**src/rtl/alu_cmd_sequencer_if.sv**
```systemverilog
// Command/response bundle for alu_cmd_sequencer.
//   master : command source and response consumer (drives cmd_*, rsp_ready)
//   slave  : the sequencer (drives cmd_ready, rsp_*)
// Signals:
//   cmd_valid/cmd_ready     command handshake
//   cmd_func, cmd_a, cmd_b  ALU function code and operands
//   rsp_valid/rsp_ready     response handshake
//   rsp_data, rsp_flags     captured ALU result and {Shift, CMP, Logic, Arith, Carry}
//   rsp_err                 command carried an illegal function code
interface alu_cmd_sequencer_if #(
   parameter int N = 16
);
   logic         cmd_valid;
   logic         cmd_ready;
   logic [3:0]   cmd_func;
   logic [N-1:0] cmd_a;
   logic [N-1:0] cmd_b;
   logic         rsp_valid;
   logic         rsp_ready;
   logic [N-1:0] rsp_data;
   logic [4:0]   rsp_flags;
   logic         rsp_err;

   modport master (
      output cmd_valid, cmd_func, cmd_a, cmd_b, rsp_ready,
      input  cmd_ready, rsp_valid, rsp_data, rsp_flags, rsp_err
   );

   modport slave (
      input  cmd_valid, cmd_func, cmd_a, cmd_b, rsp_ready,
      output cmd_ready, rsp_valid, rsp_data, rsp_flags, rsp_err
   );
endinterface

```
**src/rtl/alu_cmd_sequencer.sv**
```systemverilog
// Issue stage for the registered ALU: accepts one command at a time, drives the
// ALU inputs, waits the ALU latency, captures result/flags and returns them.
// Illegal function codes (4'hE, 4'hF) are answered with rsp_err and never issued.
// Ports:
//   clk, rst_n        clock (rising edge), asynchronous active-low reset
//   bus (slave)       command/response handshakes, see alu_cmd_sequencer_if
//   alu_func/a/b      registered drive to the ALU
//   alu_out/flags     ALU result and {Shift, CMP, Logic, Arith, Carry}
//   busy              high whenever the FSM is not in IDLE
//   cmd_count         completed-response counter, only with ALU_SEQ_CNT_EN
// Optional feature macro: ALU_SEQ_CNT_EN
//
// state  | meaning
// S_IDLE | cmd_ready high, waiting for a command
// S_WAIT | ALU inputs held, counting down the ALU latency
// S_RESP | response presented, waiting for rsp_ready
module alu_cmd_sequencer #(
   parameter int N       = 16,
   parameter int ALU_LAT = 1
) (
   input  logic                 clk,
   input  logic                 rst_n,
   alu_cmd_sequencer_if.slave   bus,
   output logic [3:0]           alu_func,
   output logic [N-1:0]         alu_a,
   output logic [N-1:0]         alu_b,
   input  logic [N-1:0]         alu_out,
   input  logic [4:0]           alu_flags,
   output logic                 busy
`ifdef ALU_SEQ_CNT_EN
   ,
   output logic [15:0]          cmd_count
`endif
);

   localparam logic [3:0] LAT = 4'(ALU_LAT);

   typedef enum logic [1:0] {
      S_IDLE = 2'd0,
      S_WAIT = 2'd1,
      S_RESP = 2'd2
   } state_t;

   state_t       state;
   logic [3:0]   wait_cnt;
   logic         cmd_ready_q;
   logic         rsp_valid_q;
   logic [N-1:0] rsp_data_q;
   logic [4:0]   rsp_flags_q;
   logic         rsp_err_q;
   logic         illegal;

   assign illegal       = (bus.cmd_func > 4'd13);
   assign bus.cmd_ready = cmd_ready_q;
   assign bus.rsp_valid = rsp_valid_q;
   assign bus.rsp_data  = rsp_data_q;
   assign bus.rsp_flags = rsp_flags_q;
   assign bus.rsp_err   = rsp_err_q;

   always_ff @(posedge clk or negedge rst_n) begin
      if (!rst_n) begin
         state       <= S_IDLE;
         wait_cnt    <= 4'd0;
         cmd_ready_q <= 1'b1;
         rsp_valid_q <= 1'b0;
         rsp_data_q  <= '0;
         rsp_flags_q <= 5'd0;
         rsp_err_q   <= 1'b0;
         alu_func    <= 4'd0;
         alu_a       <= '0;
         alu_b       <= '0;
         busy        <= 1'b0;
      end else begin
         case (state)
            S_IDLE: begin
               if (bus.cmd_valid) begin
                  cmd_ready_q <= 1'b0;
                  busy        <= 1'b1;
                  if (illegal) begin
                     rsp_err_q   <= 1'b1;
                     rsp_data_q  <= '0;
                     rsp_flags_q <= 5'd0;
                     rsp_valid_q <= 1'b1;
                     state       <= S_RESP;
                  end else begin
                     alu_func <= bus.cmd_func;
                     alu_a    <= bus.cmd_a;
                     alu_b    <= bus.cmd_b;
                     wait_cnt <= LAT;
                     state    <= S_WAIT;
                  end
               end
            end
            S_WAIT: begin
               // Counter is loaded with ALU_LAT on accept, so the zero test
               // lands one edge after the ALU output became valid.
               if (wait_cnt == 4'd0) begin
                  rsp_data_q  <= alu_out;
                  rsp_flags_q <= alu_flags;
                  rsp_err_q   <= 1'b0;
                  rsp_valid_q <= 1'b1;
                  state       <= S_RESP;
               end else begin
                  wait_cnt <= wait_cnt - 4'd1;
               end
            end
            S_RESP: begin
               if (bus.rsp_ready) begin
                  rsp_valid_q <= 1'b0;
                  cmd_ready_q <= 1'b1;
                  busy        <= 1'b0;
                  state       <= S_IDLE;
               end
            end
            default: begin
               state       <= S_IDLE;
               cmd_ready_q <= 1'b1;
               rsp_valid_q <= 1'b0;
               busy        <= 1'b0;
            end
         endcase
      end
   end

`ifdef ALU_SEQ_CNT_EN
   logic [15:0] cmd_count_q;

   assign cmd_count = cmd_count_q;

   always_ff @(posedge clk or negedge rst_n) begin
      if (!rst_n) begin
         cmd_count_q <= 16'd0;
      end else if (rsp_valid_q && bus.rsp_ready) begin
         cmd_count_q <= cmd_count_q + 16'd1;
      end
   end
`endif

endmodule
```
**src/flat_wrapper.sv**
```systemverilog
// flat-port wrapper written by rule: the top's interface ports become plain ports
module alu_cmd_sequencer_flat 
#(
   parameter int N       = 16,
   parameter int ALU_LAT = 1
)
  (clk, rst_n, alu_func, alu_a, alu_b, alu_out, alu_flags, busy, bus_cmd_valid, bus_cmd_func, bus_cmd_a, bus_cmd_b, bus_rsp_ready, bus_cmd_ready, bus_rsp_valid, bus_rsp_data, bus_rsp_flags, bus_rsp_err);
  alu_cmd_sequencer_if #(.N(N)) bus_i ();
  input  logic clk;
  input  logic rst_n;
  output logic [3:0] alu_func;
  output logic [N-1:0] alu_a;
  output logic [N-1:0] alu_b;
  input  logic [N-1:0] alu_out;
  input  logic [4:0] alu_flags;
  output logic busy;
  input wire logic [$bits(bus_i.cmd_valid)-1:0] bus_cmd_valid;
  input wire logic [$bits(bus_i.cmd_func)-1:0] bus_cmd_func;
  input wire logic [$bits(bus_i.cmd_a)-1:0] bus_cmd_a;
  input wire logic [$bits(bus_i.cmd_b)-1:0] bus_cmd_b;
  input wire logic [$bits(bus_i.rsp_ready)-1:0] bus_rsp_ready;
  output wire logic [$bits(bus_i.cmd_ready)-1:0] bus_cmd_ready;
  output wire logic [$bits(bus_i.rsp_valid)-1:0] bus_rsp_valid;
  output wire logic [$bits(bus_i.rsp_data)-1:0] bus_rsp_data;
  output wire logic [$bits(bus_i.rsp_flags)-1:0] bus_rsp_flags;
  output wire logic [$bits(bus_i.rsp_err)-1:0] bus_rsp_err;
  assign bus_i.cmd_valid = bus_cmd_valid;
  assign bus_i.cmd_func = bus_cmd_func;
  assign bus_i.cmd_a = bus_cmd_a;
  assign bus_i.cmd_b = bus_cmd_b;
  assign bus_i.rsp_ready = bus_rsp_ready;
  assign bus_cmd_ready = bus_i.cmd_ready;
  assign bus_rsp_valid = bus_i.rsp_valid;
  assign bus_rsp_data = bus_i.rsp_data;
  assign bus_rsp_flags = bus_i.rsp_flags;
  assign bus_rsp_err = bus_i.rsp_err;
  alu_cmd_sequencer #(.N(N), .ALU_LAT(ALU_LAT)) u_core (.clk(clk), .rst_n(rst_n), .bus(bus_i), .alu_func(alu_func), .alu_a(alu_a), .alu_b(alu_b), .alu_out(alu_out), .alu_flags(alu_flags), .busy(busy));
endmodule
```
**config.mk**
```make
export PLATFORM = sky130hd
export DESIGN_NAME = alu_cmd_sequencer_flat
export DESIGN_NICKNAME = d
export VERILOG_FILES = /design/src/rtl/alu_cmd_sequencer_if.sv /design/src/rtl/alu_cmd_sequencer.sv /design/src/flat_wrapper.sv
export SDC_FILE = /design/constraint.sdc
export NUM_CORES = 1
export LEC_CHECK = 0
export BUFFER_PORTS_ARGS = -buffer_cell sky130_fd_sc_hd__buf_2
export CAP_MARGIN = 20
export CORE_MARGIN = 3
export CORE_UTILIZATION = 52
export CTS_CLUSTER_SIZE = 16
export DETAILED_ROUTE_END_ITERATION = 10
export GPL_TIMING_DRIVEN = 0
export PLACE_DENSITY = 0.85
export SLEW_MARGIN = 20
export SYNTH_ARGS = -nofsm -noshare
export SYNTH_HDL_FRONTEND = slang
export SYNTH_SLANG_ARGS = --single-unit
```
**constraint.sdc**
```tcl
create_clock -name clk -period 3.15 [get_ports clk]
set_input_delay 0.315 -clock clk [delete_from_list [all_inputs] [get_ports clk]]
set_output_delay 0.315 -clock clk [all_outputs]
set_load 0.05 [all_outputs]
```
Yosys cells after proc, flatten, opt, wreduce, memory -nomap -nowiden
Cells that the tools add are included.
- add/subtract/negate cells: 1
- order comparisons: 1
- equality and inequality tests: 8
- multiplexer cells: 29
- bitwise operators: 2
- reductions and logical operators: 9
- operators with widths (kind ; number):
    two-way mux 16 bit ; 3
    one-hot mux 16 bit (2 select lines) ; 1
    two-way mux 5 bit ; 3
    two-way mux 4 bit ; 3
    AND reduction 4 bit ; 3
    one-hot mux 5 bit (2 select lines) ; 1
    one-hot mux 1 bit (3 select lines) ; 3
    AND reduction 3 bit ; 3
    two-way mux 1 bit ; 8
    two-way mux 2 bit ; 4
    != test 2 bit, second input constant ; 4
    one-hot mux 4 bit (2 select lines) ; 1
    one-hot mux 2 bit (3 select lines) ; 1
    > comparator 4 bit, second input constant ; 1
    logical NOT 4 bit ; 1
    != test 2 x 1 -> 1 bit, second input constant ; 2
    subtractor 4 x 1 -> 4 bit, second input constant ; 1
    == test 2 x 1 -> 1 bit, second input constant ; 1
    == test 2 bit, second input constant ; 1
    logical NOT 2 bit ; 1
    NOT 1 bit ; 2
    one-hot mux 1 bit (2 select lines) ; 1
    nonzero test 2 bit ; 1
- flip-flop bits (word level): 67
- input port bits: 61
- output and inout port bits: 61
- word-level logic and storage cells: 61

Depth between registers and ports, before layout
- depth after elaboration: 4
- depth in mapped cells: 7
- gate-level depth less buffers: 5

Worst setup path after synthesis
OpenSTA, ideal clock, no wires.
- path kind: register -> register
- start point: register u_core.state[1]
- end point: register u_core.alu_a[10]
- setup time: 0.125 ns
- arrival time: 1.654 ns
- required time: 3.025 ns
- setup slack: 1.371 ns
- stages on the path, launching flop included: 8
- buffers on the path: 4
- clock period less this slack: 1.779 ns
- cells stage by stage: dfrtp_1 > buf_6 > or3b_1 > buf_6 > nor2b_4 > buf_12 > buf_12 > mux2_4
- cells in the longest elaborated chain, start to end: 2
- ends and longest elaborated chain (element ; line ; RTL):
    start, declared ; alu_cmd_sequencer.sv:44 ; state_t state;
    start signal, assigned ; alu_cmd_sequencer.sv:62 ; state <= S_IDLE;
    start signal, assigned ; alu_cmd_sequencer.sv:84 ; state <= S_RESP;
    start signal, assigned ; alu_cmd_sequencer.sv:90 ; state <= S_WAIT;
    logical NOT 2 bit ; alu_cmd_sequencer.sv:74 ; case (state)
    AND reduction 3 bit (no line) ; - ;
    end signal, assigned ; alu_cmd_sequencer.sv:87 ; alu_a <= bus.cmd_a;
    end, declared ; alu_cmd_sequencer.sv:25 ; output logic [N-1:0] alu_a,
Every way passes these cells.
A chain may end at the register's enable or synchronous reset.

Worst setup path in the final report
- start point: register u_core.wait_cnt[0]
- end point: register u_core.rsp_data_q[13], in the netlist u_core.bus.rsp_data[13]
- cells in the longest elaborated chain, start to end: 3
- ends and longest elaborated chain (element ; line ; RTL):
    start, declared ; alu_cmd_sequencer.sv:45 ; logic [3:0] wait_cnt;
    start signal, assigned ; alu_cmd_sequencer.sv:104 ; wait_cnt <= wait_cnt - 4'd1;
    logical NOT 4 bit ; alu_cmd_sequencer.sv:97 ; if (wait_cnt == 4'd0) begin
    != test 2 x 1 -> 1 bit (no line) ; - ;
    AND reduction 4 bit (no line) ; - ;
    end signal, assigned ; alu_cmd_sequencer.sv:98 ; rsp_data_q <= alu_out;
    end, declared ; alu_cmd_sequencer.sv:48 ; logic [N-1:0] rsp_data_q;
Every way passes these cells.

==> impl_metrics.py <==
metrics = {
    "synth": {
        "avgSynthCellArea_um2": 13.5,
        "synth_edf_count": 0,
        "async_flop_share_pct": 100,
        "synth_most_common_cell": "dfrtp_1",
        "ys_types": 39,
        "synth_ff_type": "dfrtp_1",
        "syn-cell-area_um2": 3020,
        "yosysWarnings": 0,
        "syn-num-nets": 286,
        "netlist_top_cells_area": "dfrtp_1, mux2_4, mux2i_1, inv_1, nand2_1",
        "synth_common_cells": "dfrtp_1, inv_1, mux2_4",
        "synth_top_cell_area_share_pct": 54.7,
        "synthCells": 223,
        "ys_seq_elements": 67,
        "synth_top_area_cell": "dfrtp_1",
        "yosysSeqAreaShare_pct": 55.6,
    },
    "timing": {
        "slew_viol_final": 0,
        "fin_skew_ps": 6.42,
        "hold_viol_final": 0,
        "rsz0062_at_grt": "no",
        "fmax_ghz": 0.506,
        "layout_worst_path_cycle_share_pct": 62.7,
        "setup_viol": 0,
        "period_needed_ps": 1980,
        "final.setup.tns_ps": 0,
        "tightest_slew_ps": 593,
        "slew_headroom_pct": 60.3,
    },
    "flow_run": {
        "drv_cap": 0,
    },
    "critical_path": {
        "cpLargestDelayFamily": "simple AND/OR/NAND/NOR gates",
        "endpoint_kind": "flop",
        "crit_arrival_ps": 2220,
        "critPathMaxFanout": 10,
        "critPathRequiredTime_ps": 3390,
        "slowest_stage": "nor3b_2",
        "path_class": "flop to flop",
        "cp-start-kind": "flop",
        "critPathBufInv": 2,
        "worstPathCellList": "inv_1 > ha_1 > nor3b_2 > o2bb2ai_4 > buf_6 > mux2i_1",
        "slowest_delay_ps": 520,
    },
    "placed_design": {
        "gp_congestion": 0.737,
        "placed_cell_area_um2": 3740,
        "portBuffers": 121,
        "hpwl_um": 4730,
    },
    "global_route": {
        "grt_pass1_vias": 2012,
        "grt_overflow_total": 0,
        "grt_pass1_wl_um": 10100,
        "antenna_found_initial": 0,
        "grtUsageTotal_pct": 19.8,
        "grt_start_max_net_pins": 39,
    },
    "drt": {
        "vias": 2120,
        "wl_per_cell_um": 15.0,
        "routed_wirelength_um": 6430,
        "routed_via_density": 4.93,
        "drtIter0Drc": 111,
        "drtPass1Iterations": 4,
        "drc": 0,
        "postRouteAntennaNets": 0,
    },
    "layout": {
        "antenna_cells": 0,
        "drive_gt1_share_pct": 50.6,
        "syn_to_final_growth_pct": 29.3,
        "layout.nets": 420,
        "design_area_um2": 3900,
    },
    "floorplan": {
        "rows": 27,
        "start_util_pct": 54.1,
        "die_h_um": 82.2,
        "die_w_um": 82.2,
        "ios": 122,
        "dieArea_um2": 6750,
        "core_area_um2": 5570,
    },
    "clock_tree": {
        "path_clk_slew_ps": 60,
        "cts_root_buffer": "clkbuf_8",
        "cts_buffers": 9,
        "cts_buffer_depth": 2,
        "clk_latency_ps": 330,
        "post_cts_buffers": 0,
        "htreeDepth": 3,
        "cts.sinks": 67,
        "cts_tree": "done",
    },
    "hold_path": {
        "hold_class": "input pin to flop",
    },
    "run_status": {
        "status": "completed",
    },
}
==> cell type report <==
type / instances / area, um2
Timing Repair Buffer: 123 / 638
Sequential cell: 67 / 1680
Tap cell: 72 / 90.1
Buffer: 11 / 138
Inverter: 28 / 105
Multi-Input combinational cell: 117 / 1100
Fill cell: 424 / 1670
Clock buffer: 12 / 155
==> state kept, by name, summed over array words and instances, names as in the netlist <==
signal	count
u_core.alu_a	16
u_core.alu_b	16
u_core.alu_func	4
u_core.bus.cmd_ready	1
u_core.bus.rsp_data	16
u_core.bus.rsp_err	1
u_core.bus.rsp_flags	5
u_core.bus.rsp_valid	1
u_core.busy	1
u_core.state	2
u_core.wait_cnt	4
==> routing by layer <==
layer | up-vias | global-route usage (%) | wire (um)
met1 | 1032 | 25.2 | 2750
met2 | 72 | 32.9 | 3230
met5 | - | 0 | 0
li1 | 1012 | - | -
met4 | 0 | 4.98 | 37
met3 | 4 | 6.29 | 419
==> what timing repair did <==
action | in CTS | in global routing
hold endpoints to repair | 29 | 0
resized for setup | 0 | 0
hold buffers | 1 | 0
==> placed cells by master, fill, tap and decap left out, drive strengths merged, types with 2 or more instances in the layout <==
cell type  synthesis  layout
mux2              33      33
o22a               3       3
nand2             23      23
nor2               4       4
nand2b             2       2
ha                 2       2
a21oi              2       2
dfrtp             66      66
clkbuf             0      12
o2bb2ai            3       3
inv               28      28
mux2i             22      22
nor3               2       2
buf               11     133
a211o              2       2
==> path summary, 6_finish.rpt <==
check | cells past startpoint | from | slack, ps | to
worst max-delay path | 6 | u_core.wait_cnt[0]$_DFFE_PN0P_ | 1170 | u_core.bus.rsp_data[13]$_DFFE_PN0P_
worst min-delay path | 2 | bus_cmd_b[10] | 220 | u_core.alu_b[10]$_DFFE_PN0P_
worst max register to register | 6 | u_core.wait_cnt[0]$_DFFE_PN0P_ | 1170 | u_core.bus.rsp_data[13]$_DFFE_PN0P_
worst min register to register | 1 | u_core.alu_func[3]$_DFFE_PN0P_ | 490 | u_core.alu_func[3]$_DFFE_PN0P_
max in group asynchronous | 3 | rst_n | 2090 | u_core.bus.cmd_ready$_DFFE_PN1P_
min in group asynchronous | 2 | rst_n | 460 | u_core.bus.rsp_data[2]$_DFFE_PN0P_
==> through the flow <==
| stage | setup slack (ps) | hold WS, ps | utilization (%) | cells |
|---|---|---|---|---|
| detailed placement | 1170 | 267 | 67.0 | 417 |
| global placement | 1290 | 470 | 66.6 | 416 |
| global route | 1010 | 199 | 70.0 | 430 |
| CTS | 1150 | 205 | 70.0 | 430 |
| finish | 1170 | 217 | 70.0 | 430 |
| floorplan | 1370 | 19.4 | - | 223 |
==> kinds of logic after synthesis <==
| logic type | after synthesis | share of synthesized area (%) |
|---|---|---|
| AND/OR/NAND/NOR | 39 | 6.30 |
| flip-flops | 67 | 55.6 |
| AO/OA/AOI/OAI | 21 | 6.26 |
| multiplexers | 55 | 23.0 |
| adder cells (fa/ha/maj) | 2 | 0.829 |
| buffers and inverters | 39 | 8.04 |
Power is not shown: default switching activity piles up to over one toggle a cycle in this logic, so the estimate is an artifact.
